## src/rtl/pool_pkg.sv

```systemverilog
// Shared definitions for the pooling accumulation controller: FSM states and
// an elaboration-time log2 helper.
package pool_pkg;

  typedef enum logic [1:0] {
    IDLE  = 2'd0,
    ACCUM = 2'd1,
    DONE  = 2'd2
  } pool_state_e;

  // Ceiling log2; exact for the power-of-two window sizes this block accepts.
  function automatic int clog2(input int value);
    int result;
    result = 0;
    while ((1 << result) < value) result++;
    return result;
  endfunction

endpackage

```

## src/rtl/qadd.sv

```systemverilog
// Fixed-point adder shared by the pooling datapath; wraps modulo 2^N.
module qadd #(
  parameter int N = 16
) (
  input  logic [N-1:0] a,
  input  logic [N-1:0] b,
  output logic [N-1:0] c
);

  assign c = a + b;

endmodule

```

## src/rtl/pool_accum_ctrl.sv

```systemverilog
// Window-accumulation controller: sums POOL_SIZE accepted beats through one
// shared qadd and presents the sum (or its average) on a valid/ready output.
module pool_accum_ctrl
  import pool_pkg::*;
#(
  parameter int DWIDTH    = 8,
  parameter int POOL_SIZE = 4,
  parameter bit AVG       = 1'b0
) (
  input  logic                  clk,
  input  logic                  reset,
  input  logic                  in_valid,
  output logic                  in_ready,
  input  logic [2*DWIDTH-1:0]   in_data,
  output logic                  out_valid,
  input  logic                  out_ready,
  output logic [2*DWIDTH-1:0]   out_data,
  output logic                  busy
);

  localparam int W          = 2 * DWIDTH;
  localparam int POOL_SHIFT = clog2(POOL_SIZE);
  localparam int CNT_W      = POOL_SHIFT + 1;
  localparam logic [CNT_W-1:0] LAST_CNT = CNT_W'(POOL_SIZE - 1);

  if ((POOL_SIZE < 2) || (POOL_SIZE > 16) || ((POOL_SIZE & (POOL_SIZE - 1)) != 0)) begin : g_bad_pool
    $error("pool_accum_ctrl: POOL_SIZE must be a power of two in 2..16");
  end

  pool_state_e             state_q, state_d;
  logic [CNT_W-1:0]        cnt_q, cnt_d;
  logic [W-1:0]            acc_q, acc_d;
  logic [W-1:0]            out_data_q, out_data_d;
  logic [W-1:0]            add_a;
  logic signed [W-1:0]     add_c;
  logic                    accept;

  // First beat of a window starts from zero so no stale sum leaks through.
  assign add_a = (cnt_q == '0) ? '0 : acc_q;

  qadd #(.N(W)) u_qadd (
    .a (add_a),
    .b (in_data),
    .c (add_c)
  );

  // Handshake outputs decode registered state only; out_ready never reaches in_ready.
  assign in_ready  = (state_q != DONE);
  assign out_valid = (state_q == DONE);
  assign busy      = (state_q != IDLE);
  assign out_data  = out_data_q;
  assign accept    = in_valid && in_ready;

  always_comb begin
    // NOTE: every next-state signal is defaulted first so no path infers a latch.
    state_d    = state_q;
    cnt_d      = cnt_q;
    acc_d      = acc_q;
    out_data_d = out_data_q;
    unique case (state_q)
      IDLE, ACCUM: begin
        if (accept) begin
          acc_d = add_c;
          if (cnt_q == LAST_CNT) begin
            cnt_d      = '0;
            state_d    = DONE;
            out_data_d = AVG ? W'(add_c >>> POOL_SHIFT) : add_c;
          end else begin
            cnt_d   = cnt_q + CNT_W'(1);
            state_d = ACCUM;
          end
        end
      end
      DONE: begin
        if (out_ready) state_d = IDLE;
      end
      default: state_d = IDLE;
    endcase
  end

  always_ff @(posedge clk) begin
    // NOTE: registered state uses non-blocking assignments so all flops update together.
    if (reset) begin
      state_q    <= IDLE;
      cnt_q      <= '0;
      acc_q      <= '0;
      out_data_q <= '0;
    end else begin
      state_q    <= state_d;
      cnt_q      <= cnt_d;
      acc_q      <= acc_d;
      out_data_q <= out_data_d;
    end
  end

endmodule

```

## config.mk

```make
export PLATFORM = sky130hd
export DESIGN_NAME = pool_accum_ctrl
export DESIGN_NICKNAME = d
export VERILOG_FILES = /design/src/rtl/pool_pkg.sv /design/src/rtl/qadd.sv /design/src/rtl/pool_accum_ctrl.sv
export SDC_FILE = /design/constraint.sdc
export NUM_CORES = 1
export LEC_CHECK = 0
export ABC_CLOCK_PERIOD_IN_PS = 3600
export CAP_MARGIN = 20
export CORE_MARGIN = 4
export CORE_UTILIZATION = 42
export CTS_CLUSTER_DIAMETER = 60
export DETAILED_ROUTE_END_ITERATION = 8
export PLACE_DENSITY_LB_ADDON = 0.1
export SLEW_MARGIN = 20
export SYNTH_ARGS = -nofsm -noshare
export SYNTH_HDL_FRONTEND = slang
export SYNTH_SLANG_ARGS = --single-unit
```

## constraint.sdc

```tcl
create_clock -name clk -period 3.6 [get_ports clk]
set_input_delay 0.36 -clock clk [delete_from_list [all_inputs] [get_ports clk]]
set_output_delay 0.36 -clock clk [all_outputs]
set_load 0.005 [all_outputs]
```

# Word-level counts from Yosys, hierarchy flattened
# Index checks and enable logic that the tools add are counted.
dict set report totals {
  input_bits 20
  output_inout_bits 19
  elab_cells 26
  ff_bits 37
}
dict set report classes {
  reduce_logical 8
  n_addsub 2
  eq_ne 6
  n_mux 6
}
# cell count
set op_table {}
lappend op_table {{16-bit adder} 1}
lappend op_table {{16-bit two-way mux} 1}
lappend op_table {{2-bit two-way mux} 3}
lappend op_table {{2-bit inequality test (second input constant)} 2}
lappend op_table {{2-bit one-hot mux with 2 select lines} 1}
lappend op_table {{2-bit AND reduction} 2}
lappend op_table {{3-bit by 1-bit adder with 3-bit output (second input constant)} 1}
lappend op_table {{3-bit by 2-bit == test with 1-bit output (second input constant)} 1}
lappend op_table {{3-bit zero test} 1}
lappend op_table {{3-bit two-way mux} 1}
lappend op_table {{3-bit AND reduction} 1}
lappend op_table {{2-bit by 1-bit == test with 1-bit output (second input constant)} 1}
lappend op_table {{2-bit == test (second input constant)} 1}
lappend op_table {{2-bit zero test} 1}
lappend op_table {{2-bit by 1-bit inequality test with 1-bit output (second input constant)} 1}
lappend op_table {{2-bit nonzero test} 1}
lappend op_table {{2-bit OR reduction} 1}
lappend op_table {{1-bit logical AND} 1}

# Longest topological paths before layout
dict set report depth {
  depth_word 4
  mapped_depth 12
  ltp_nobuf 11
}

# By module
# From an unflattened synthesis, not the netlist that was laid out.
dict set report hier_totals {
  cells_unflattened 285
  area_unflattened_um2 2262.2
}
# module seq_area_each_um2 area_per_inst_um2 n_inst cells_each
set by_module_without_submodules {}
lappend by_module_without_submodules {pool_accum_ctrl 740.7 1537.7 1 187}
lappend by_module_without_submodules {qadd 0.0 724.4 1 98}

# Worst setup path after synthesis
# OpenSTA, ideal clock, no wires.
dict set report synth_path {
  path_type {reg-to-reg}
  startpoint {register cnt_q[0]}
  endpoint {register acc_q[12]}
  synth_period_minus_slack_ps 2698
  stages_incl_launch_ff 13
  setup_slack_ps 902
  setup_time_ps 91
  required_time_ps 3509
  path_buffers 1
  t_arrival_ps 2607
  path_cell_list {dfxtp_1 -> inv_1 -> ha_1 -> nand2b_1 -> clkbuf_1 -> and2_1 -> ha_1 -> fa_1 -> a21o_1 -> a221oi_2 -> o311ai_1 -> a21o_1 -> a311oi_1}
}
dict set report synth_between {
  elab_chain_len 3
}
# element line
set synth_lines {}
lappend synth_lines {{from (decl)} pool_accum_ctrl.sv:31} ;# logic [CNT_W-1:0] cnt_q, cnt_d;
lappend synth_lines {{from (signal assigned)} pool_accum_ctrl.sv:90} ;# cnt_q <= cnt_d;
lappend synth_lines {{3-bit zero test} pool_accum_ctrl.sv:39} ;# assign add_a = (cnt_q == '0) ? '0 : acc_q;
lappend synth_lines {{16-bit two-way mux} pool_accum_ctrl.sv:39}
lappend synth_lines {{16-bit adder} qadd.sv:10} ;# assign c = a + b;
lappend synth_lines {{to (signal assigned)} pool_accum_ctrl.sv:86} ;# acc_q <= '0;
lappend synth_lines {{to (signal assigned)} pool_accum_ctrl.sv:91} ;# acc_q <= acc_d;
lappend synth_lines {{to (decl)} pool_accum_ctrl.sv:32} ;# logic [W-1:0] acc_q, acc_d;
# No other way between the ends.
# A chain may end at the register's enable or synchronous reset.

# Final worst setup path
dict set report layout_path {
  startpoint {register cnt_q[0]}
  endpoint {register acc_q[14]}
}
# Same word-level chain as after synthesis.

==> results.sh <==
export IMPL_power_mw=1.02
export IMPL_cts_max_level=2
export IMPL_clk_latency_ps=300
export IMPL_report_final_slew_viol_count=0
export IMPL_max_cap_viol_count=0
export IMPL_vias=2340
export IMPL_gr_total_overflow=0
export IMPL_drc=0
export IMPL_end_kind="flip-flop"
export IMPL_yosysTopAreaCell="dfxtp_1"
export IMPL_tightest_slew_ps=842
export IMPL_syn_nets=335
export IMPL_cp_arrival_ps=3260
export IMPL_dp_hpwl_mm=4.60
export IMPL_drtAntennaViolNets=0
export IMPL_critPathKind="flip-flop to flip-flop"
export IMPL_worst_slack_ps=514
export IMPL_netlist_area_um2=2450
export IMPL_grt_use_total_pct=18.2
export IMPL_ys_ff_latch=37
export IMPL_cts_resized_gates=0
export IMPL_gp_congestion=0.816
export IMPL_pre_cts_slack_ps=546
export IMPL_worstPathRequired_ps=3780
export IMPL_timing_fmax_mhz=324
export IMPL_clkTransAtPathRegs_ps=80
export IMPL_io_buffer_count=38
export IMPL_register_area_um2=741
export IMPL_syn_avg_cell_area_um2=8.24
export IMPL_grt_pass1_wl_mm=10.6
export IMPL_startpoint_type="flip-flop"
export IMPL_post_route_min_period_ps=3090
export IMPL_io_pins=39
export IMPL_finalNetCount=369
export IMPL_drt_wirelength_per_cell_um=15.6
export IMPL_die_area_um2=7110
export IMPL_cts_sinks=37
export IMPL_post_cts_buffers=0
export IMPL_leakage_nw=1.14
export IMPL_p_per_area_nw_per_um2=340
export IMPL_synth_edf_count=0
export IMPL_root_buffer="clkbuf_8"
export IMPL_postSynthCellCount=297
export IMPL_hold_violations=0
export IMPL_ctsLongestPathBuffers=2
export IMPL_diodes=0
export IMPL_die_h_um=84.3
export IMPL_layout_drive_gt1_share_pct=7.83
export IMPL_start_util_pct=43.9
export IMPL_holdCritPathClass="flip-flop to flip-flop"
export IMPL_firstDrtPassIters=4
export IMPL_synth_cell_types=51
export IMPL_status="finished clean"
export IMPL_die_x_um=84.3
export IMPL_async_reset_ff_share_pct=0
export IMPL_fin_setup_tns_ps=0
export IMPL_yosys_warnings=0
export IMPL_max_slew_margin_pct=43.8
export IMPL_cts_buffers=5
export IMPL_fin_crit_sh_pct=85.7
export IMPL_grt_pass1_vias=2188
export IMPL_vdd_drop_max_v=0.000164
export IMPL_place_area_um2=2900
export IMPL_grt_max_degree=24
export IMPL_fin_skew_ps=7.34
export IMPL_tritoncts="done"
export IMPL_antenna_found_initial=0
export IMPL_crit_fanout=10
export IMPL_rsz0062_at_grt="no"
export IMPL_multi_input_area_um2=1610
export IMPL_synth_area_top_cells="dfxtp_1 (30%), ha_1 (8.7%), nand2_1 (4.6%)"
export IMPL_finalInstanceArea_um2=3010
export IMPL_holdBufCountCts=0
export IMPL_core_area_um2=5570
export IMPL_avgViaCountPerCell=5.79
export IMPL_synth_top_area_share_pct=30.3
export IMPL_core_rowCount=27
export IMPL_fillers=532
export IMPL_wl_mm=6.30
export IMPL_setup_viol=0
export IMPL_drt_iter0_drc=141
export IMPL_ys_seq_area_share_pct=30.3
export IMPL_yosys_most_used_dff="dfxtp_1"
export IMPL_area_growth_pct=23.1
-- layout make-up --
| type | instances | area share, % |
|---|---|---|
| clock buffer | 5 | 2.29 |
| clock inverter | 3 | 1.54 |
| inverter | 6 | 0.748 |
| multi-input combinational | 236 | 53.5 |
| sequential | 37 | 24.6 |
| tap | 72 | 2.99 |
| timing repair buffer | 45 | 14.4 |
-- synthesized netlist by cell type, types with 5 or more instances --
master	n
o31ai_1	5
xnor2_1	6
nand2_1	30
o211ai_1	8
or3_1	5
o21ai_0	6
nand3b_1	15
ha_1	17
inv_1	6
dfxtp_1	37
nor3_1	10
and2_1	17
a21oi_1	22
nor2b_1	5
a21o_1	7
o311ai_0	6
clkbuf_1	12
nor2_1	16
nand2b_1	8
-- through the flow --
| step | utilization [%] | hold slack (ps) | std cells |
|---|---|---|---|
| after floorplan | - | 432 | 297 |
| after global placement | 52.0 | 441 | 396 |
| after detailed placement | 52.0 | 446 | 396 |
| after CTS | 54.0 | 458 | 404 |
| after global routing | 54.0 | 476 | 404 |
| final | 54.0 | 454 | 404 |
-- worst max-delay path, cell delays in order, from the launching register on --
cell and delay (ps):
dfxtp_1 340, inv_1 60, ha_1 130, nand2b_1 170
and2_1 220, ha_1 200, fa_1 410, a21o_1 220
a221oi_2 520, o22ai_1 250, o311ai_0 440
-- cells in the final DEF, fill, tap and decap left out, types with 5 or more instances in the layout --
| master | n |
|---|---|
| a21o_1 | 7 |
| buf_4 | 7 |
| clkdlybuf4s50_1 | 38 |
| dfxtp_1 | 37 |
| and2_1 | 17 |
| o31ai_1 | 5 |
| nand3b_1 | 15 |
| clkbuf_8 | 5 |
| inv_1 | 6 |
| o21ai_0 | 6 |
| o211ai_1 | 8 |
| nand2b_1 | 8 |
| o311ai_0 | 6 |
| a21oi_1 | 22 |
| ha_1 | 17 |
| nor3_1 | 10 |
| xnor2_1 | 6 |
| nand2_1 | 30 |
| or3_1 | 5 |
| nor2_1 | 16 |
| nor2b_1 | 5 |
-- worst paths after layout --
path	slack (ps)	endpoint	start	cells after the start
max reg2reg	510	acc_q[14]	cnt_q[0]	10
min reg2reg	450	acc_q[0]	acc_q[0]	2
max	510	acc_q[14]	cnt_q[0]	10
min	450	acc_q[0]	acc_q[0]	2
-- layer usage --
| metal | track usage, % | up-vias | share of wire (%) |
|---|---|---|---|
| met2 | 29.4 | 46 | 46 |
| li1 | - | 1173 | - |
| met3 | 3.63 | 8 | 3.7 |
| met5 | 0 | - | 0 |
| met4 | 4.97 | 0 | 1.5 |
| met1 | 24.8 | 1113 | 49 |
-- logic make-up after synthesis --
logic type / share of synthesized area, %
buffers and inverters: 3.89
adders and majority gates: 9.51
AOI/OAI and AO/OA: 25.1
xor gates and xnor gates: 2.15
DFF: 30.3
and+or+nand+nor: 29.1
-- sequential cells by signal (all words and copies together), names as in the netlist --
register  count
cnt_q         3
state_q       2
acc_q        16
out_data     16
-- report_power, final --
| group | switching, mW | internal, mW | total, mW | leakage [nW] |
|---|---|---|---|---|
| Clock | 0.172 | 0.208 | 0.380 | 0.0543 |
| Sequential | 0.00912 | 0.428 | 0.437 | 0.302 |
| Combinational | 0.114 | 0.0917 | 0.206 | 0.782 |
Note: power is estimated with default switching activity, not from simulation.
